$ cat config.mk
export PLATFORM = sky130hd
export DESIGN_NAME = ser_link_sched
export DESIGN_NICKNAME = d
export VERILOG_FILES = /design/src/rtl/ser_link_pkg.sv /design/src/rtl/ser_link_sched_rr_arbiter.sv /design/src/rtl/ser_link_sched.sv
export SDC_FILE = /design/constraint.sdc
export NUM_CORES = 1
export LEC_CHECK = 0
export ABC_AREA = 1
export BUFFER_PORTS_ARGS = -buffer_cell sky130_fd_sc_hd__buf_4
export CAP_MARGIN = 20
export CORE_MARGIN = 8
export CORE_UTILIZATION = 30
export DETAILED_ROUTE_END_ITERATION = 12
export SLEW_MARGIN = 10
export SYNTH_ARGS = -nofsm -noshare
export SYNTH_HDL_FRONTEND = slang
export SYNTH_SLANG_ARGS = --single-unit
$ cat constraint.sdc
create_clock -name clka -period 2.75 [get_ports clka]
set_input_delay 0.1375 -clock clka [delete_from_list [all_inputs] [get_ports clka]]
set_output_delay 0.1375 -clock clka [all_outputs]
set_load 0.02 [all_outputs]
$ cat src/rtl/ser_link_pkg.sv
// rtl/ser_link_pkg.sv - shared types and defaults for the serial link scheduler
package ser_link_pkg;

   localparam int BYTE_W         = 8;
   localparam int DEF_NREQ       = 4;
   localparam int DEF_GAP_CYCLES = 6;

   typedef enum logic [1:0] {
      ST_IDLE,
      ST_SHIFT,
      ST_GAP
   } state_t;

endpackage

$ cat src/rtl/ser_link_sched_rr_arbiter.sv
// rtl/ser_link_sched_rr_arbiter.sv - round-robin pick searching from last_grant+1
module rr_arbiter
   import ser_link_pkg::*;
#(
   parameter int N  = DEF_NREQ,
   parameter int IW = $clog2(N)
) (
   input  logic [N-1:0]  req,
   input  logic [IW-1:0] last_grant,
   output logic [N-1:0]  grant,
   output logic [IW-1:0] grant_idx
);

   logic [IW-1:0] idx;
   logic          found;

   always_comb begin
      grant     = '0;
      grant_idx = '0;
      found     = 1'b0;
      idx       = '0;
      // last_grant itself is checked last, so a lone requester always wins
      for (int k = 1; k <= N; k++) begin
         idx = IW'((int'(last_grant) + k) % N);
         if (!found && req[idx]) begin
            found      = 1'b1;
            grant[idx] = 1'b1;
            grant_idx  = idx;
         end
      end
   end

endmodule

$ cat src/rtl/ser_link_sched.sv
// rtl/ser_link_sched.sv - arbitrates byte requesters onto an MSB-first serial link
module ser_link_sched
   import ser_link_pkg::*;
#(
   parameter int NREQ       = DEF_NREQ,
   parameter int GAP_CYCLES = DEF_GAP_CYCLES
) (
   input  logic                     clka,
   input  logic                     rst_n,
   input  logic [NREQ-1:0]          req_valid,
   input  logic [BYTE_W*NREQ-1:0]   req_data,
   output logic [NREQ-1:0]          req_ready,
   output logic                     wra_n,
   output logic                     da,
   output logic                     busy,
   output logic [$clog2(NREQ)-1:0]  cur_id
);

   localparam int IW = $clog2(NREQ);
   localparam int GW = $clog2(GAP_CYCLES);

   state_t              state, state_d;
   logic [2:0]          bit_cnt;
   logic [GW-1:0]       gap_cnt;
   logic [BYTE_W-1:0]   shreg;
   logic [BYTE_W-1:0]   win_byte;
   logic [IW-1:0]       last_grant;
   logic [IW-1:0]       cur_id_q;
   logic [NREQ-1:0]     grant;
   logic [IW-1:0]       grant_idx;
   logic                wra_n_q;
   logic                da_q;
   logic                handshake;
   logic                gap_last;

   rr_arbiter #(.N(NREQ), .IW(IW)) u_arb (
      .req        (req_valid),
      .last_grant (last_grant),
      .grant      (grant),
      .grant_idx  (grant_idx)
   );

   assign req_ready = (state == ST_IDLE) ? grant : '0;
   assign handshake = (state == ST_IDLE) && (|req_valid);
   assign gap_last  = (gap_cnt == GW'(GAP_CYCLES - 1));
   assign busy      = (state != ST_IDLE);
   assign wra_n     = wra_n_q;
   assign da        = da_q;
   assign cur_id    = cur_id_q;

   always_comb begin
      win_byte = '0;
      for (int i = 0; i < NREQ; i++) begin
         if (grant[i]) win_byte = req_data[i*BYTE_W +: BYTE_W];
      end
   end

   always_ff @(posedge clka or negedge rst_n) begin
      if (!rst_n) state <= ST_IDLE;
      else        state <= state_d;
   end

   always_comb begin
      state_d = state;
      case (state)
         ST_IDLE:  if (handshake)        state_d = ST_SHIFT;
         ST_SHIFT: if (bit_cnt == 3'd7)  state_d = ST_GAP;
         ST_GAP:   if (gap_last)         state_d = ST_IDLE;
         default:                        state_d = ST_IDLE;
      endcase
   end

   // bit 7 goes straight to da on the handshake edge; shreg holds the rest
   always_ff @(posedge clka or negedge rst_n) begin
      if (!rst_n) begin
         bit_cnt    <= '0;
         gap_cnt    <= '0;
         shreg      <= '0;
         last_grant <= IW'(NREQ - 1);
         cur_id_q   <= '0;
         wra_n_q    <= 1'b1;
         da_q       <= 1'b0;
      end else begin
         case (state)
            ST_IDLE: begin
               if (handshake) begin
                  shreg      <= {win_byte[BYTE_W-2:0], 1'b0};
                  da_q       <= win_byte[BYTE_W-1];
                  wra_n_q    <= 1'b0;
                  last_grant <= grant_idx;
                  cur_id_q   <= grant_idx;
               end
            end
            ST_SHIFT: begin
               bit_cnt <= bit_cnt + 3'd1;
               if (bit_cnt == 3'd7) begin
                  wra_n_q <= 1'b1;
                  da_q    <= 1'b0;
               end else begin
                  da_q  <= shreg[BYTE_W-1];
                  shreg <= {shreg[BYTE_W-2:0], 1'b0};
               end
            end
            ST_GAP: begin
               gap_cnt <= gap_last ? '0 : gap_cnt + GW'(1);
            end
            default: ;
         endcase
      end
   end

endmodule

==> flow_metrics.py <==
metrics = {
    "status": {
        "status": "completed",
    },
    "clock_tree": {
        "cts_root_buf": "clkbuf_8",
        "clkSinkCount": 21,
        "htreeDepth": 1,
        "cts_tree": "built",
        "clkTransAtPathRegs_ns": 0.07,
        "cts_buffer_depth": 2,
        "cts_buffers": 3,
        "insertion_delay_ns": 0.26,
    },
    "floorplan": {
        "io_pins": 47,
        "die_h_um": 91.34,
        "coreArea_um2": 5507,
        "die-area_um2": 8343,
        "die_w_um": 91.34,
        "initial_utilization_pct": 30.92,
        "placementRows": 27,
    },
    "setup_path": {
        "r2r_start": "last_grant[1]$_DFFE_PN1P_",
        "cp-end-kind": "output port",
        "slowest_stage": "dfstp_2",
        "crit_family": "simple AND/OR/NAND/NOR gates",
        "crit_path_start_kind": "flop",
        "cp.required_ns": 2.61,
        "cpPeakStageDelay_ns": 0.59,
        "path_cells": "clkinvlp_4 > ha_4 > inv_1 > nand2_2 > nand2_4 > inv_2 > nand2_1 > nor2_1 > nor2_2 > nand2_4 > inv_2 > nor2_1 > buf_4",
        "cp.arrival_ns": 2.45,
        "path_class": "reg2out",
        "path_buf_inv": 5,
        "critPathMaxFanout": 10,
        "startpoint": "last_grant[1]$_DFFE_PN1P_",
    },
    "sta": {
        "skew_ns": 0.0008435,
        "slew-limit-headroom_pct": 48.88,
        "hold_viol_final": 0,
        "worstMarginPinSlew_ns": 0.7640,
        "finalCritPeriodShare_pct": 94.02,
        "fmax_ghz": 0.3868,
        "final_critical_path_setup_slack_ns": 0.1644,
        "period_needed_ns": 2.586,
        "timing.final.max_slew_violations": 0,
        "setup_viol": 0,
    },
    "yosys": {
        "syn-mean-instance-area_um2": 7.246,
        "synth-seq-cells": 21,
        "synth_nets": 283,
        "synthCells": 235,
        "synth_top_cell_by_area": "dfrtp_1",
        "yosysWarnings": 0,
        "synthTopCellsByArea": "dfrtp_1 (26%), nand2_1 (15%), ha_1 (7.3%)",
        "seq_area_frac_synth_pct": 31.08,
        "synth_cell_type_count": 34,
        "syn_area_um2": 1703,
        "yosysTopAreaCellShare_pct": 26.45,
    },
    "placed_design": {
        "pre_cts_slack_ns": 0.2557,
        "place.gp.congestion": 0.7926,
        "dp_hpwl_mm": 3.558,
        "port_buffers": 46,
        "place_area_um2": 2131,
    },
    "pwr": {
        "power.density_nw_per_um2": 1405,
        "peakVddDrop_mv": 0.3788,
        "power_uw": 3167,
        "p_leak_uw": 0.001143,
    },
    "drt": {
        "drc_errors": 0,
        "routedWlPerCell_um": 12.09,
        "finalWirelength_mm": 4.389,
        "detail_route.vias_per_cell": 4.658,
        "drt_pass1_iterations": 4,
        "vias": 1691,
        "ant_nets": 0,
        "drt_iter0_drc": 96,
    },
    "final_layout": {
        "nNetsFinal": 340,
        "fin_area_um2": 2255,
        "antenna_cells": 0,
        "area_delta_synth_final_pct": 32.40,
        "drive_gt1_share_pct": 31.62,
    },
    "global_route": {
        "grt_pass1_wl_mm": 7.389,
        "grt_pass1_vias": 1614,
        "grt_max_degree": 22,
        "grt_overflow": 0,
        "antenna_found_initial": 0,
        "grtUsageTotal_pct": 10.38,
    },
    "run": {
        "maxCapViolCount": 0,
    },
    "min_path": {
        "hold_class": "in2reg",
        "worstHoldStart": "req_data[24]",
    },
}
-- metrics by stage --
stage | hold slack (ns) | std cells | TNS [ns] | utilization, %
floorplan | -0.1581 | 235 | 0 | -
global placement | 0.03831 | 351 | 0 | 38.70
detailed placement | 0.04047 | 351 | 0 | 38.70
CTS | 0.1961 | 356 | 0 | 39.70
global route | 0.2437 | 363 | -0.03328 | 40.95
finish | 0.1920 | 363 | 0 | 40.95
-- registers in the layout, summed over array words and instances (netlist names) --
signal,flops
wra_n,1
da,1
bit_cnt,3
cur_id,2
last_grant,2
state,2
gap_cnt,3
shreg,7
-- where the power goes --
| group | leakage [µW] | internal (µW) | total, µW | switching [µW] |
|---|---|---|---|---|
| clock | 0.0000228 | 103 | 198 | 94.7 |
| sequential | 0.000253 | 487 | 585 | 97.5 |
| combinational | 0.000867 | 867 | 2380 | 1520 |
| total | 0.00114 | 1460 | 3170 | 1710 |
-- final timing paths --
check                                       end  slack (ns)  cells after the start
max                                req_ready[3]        0.16                     13
min                        shreg[1]$_DFFE_PN0P_        0.19                      3
max reg2reg                shreg[2]$_DFFE_PN0P_        0.35                     14
min reg2reg                   wra_n$_DFFE_PN1P_        0.48                      2
max in group asynchronous     wra_n$_DFFE_PN1P_        2.19                      2
min in group asynchronous  shreg[4]$_DFFE_PN0P_        0.29                      2
-- worst reg2reg max path, stage by stage (launching register included) --
cell and delay (ns):
dfstp_2 0.59, clkinvlp_4 0.17, ha_4 0.33, inv_1 0.07, nand2_2 0.10, nand2_4 0.08, nand2_1 0.08, a21boi_1 0.24
nand3_2 0.19, nand3_1 0.14, nand2_1 0.06, nand2_1 0.08, o21ai_1 0.07, nand2_1 0.06, nand2_1 0.05
-- logic make-up (layout without fill, tap and decap cells) --
family / after synthesis / in the layout / share of synthesized area, %
XOR/XNOR: 1 / 1 / 0.5144
flip-flops: 21 / 21 / 31.08
AO/OA/AOI/OAI: 41 / 41 / 14.18
buffers and inverters: 23 / 79 / 5.584
AND/OR/NAND/NOR: 139 / 139 / 41.29
adder cells (fa/ha/maj): 10 / 10 / 7.348
-- cell usage in the layout (no fill, tap or decap), types with 2 or more instances in the layout --
| cell type | netlist | final |
|---|---|---|
| a21boi_1 | 2 | 2 |
| a21oi_1 | 20 | 20 |
| buf_4 | 1 | 54 |
| clkbuf_8 | 0 | 3 |
| dfrtp_1 | 18 | 18 |
| dfstp_2 | 3 | 3 |
| ha_1 | 10 | 9 |
| inv_1 | 13 | 12 |
| inv_2 | 4 | 4 |
| inv_4 | 2 | 2 |
| nand2_1 | 68 | 68 |
| nand2_2 | 5 | 5 |
| nand2_4 | 4 | 4 |
| nand3_1 | 12 | 12 |
| nand3_2 | 5 | 5 |
| nand3_4 | 4 | 4 |
| nand4_1 | 2 | 2 |
| nor2_1 | 32 | 32 |
| nor3_1 | 3 | 3 |
| o21ai_0 | 4 | 4 |
| o21ai_1 | 8 | 8 |
-- synthesized netlist by cell type --
cell,n
a21boi_1,2
nand4_1,2
a21oi_1,20
nor2_2,1
xor2_1,1
o2111ai_1,1
inv_1,13
nand3_4,4
nor4_1,1
nand2_1,68
o21ai_1,8
nand3_2,5
clkinv_1,1
inv_2,4
a21boi_2,1
a22oi_1,1
nor2_8,1
o31ai_1,1
inv_4,2
a31oi_1,1
dfstp_2,3
nor3_1,3
ha_1,10
a21oi_4,1
buf_4,1
nor2_1,32
clkbuf_1,2
o21ai_0,4
nand3_1,12
nor2_4,1
nand2_2,5
a21oi_2,1
dfrtp_1,18
nand2_4,4
-- layer usage --
metal / track usage [%] / wire length [µm] / part of all wire [%] / vias to the layer above
met4: 3.274 / 48 / 1.1 / 0
met2: 16.32 / 1968 / 45 / 44
li1: - / - / - / 880
met5: 0 / 0 / 0 / -
met3: 2.305 / 212 / 4.8 / 6
met1: 13.74 / 2158 / 49 / 761
-- layout make-up --
type	count	area, µm²
Clock buffer	4	45.04
Fill cell	578	3252
Inverter	20	83.83
Multi-Input combinational cell	191	1091
Sequential cell	21	529.3
Tap cell	72	90.09
Timing Repair Buffer	55	415.4
-- what timing repair did --
item	in CTS	in global routing
setup buffers	0	7
setup endpoints to repair	0	2
gates resized for setup	0	2
hold buffers	1	0
hold endpoints to repair	18	0
(Power assumes the default switching activity.)
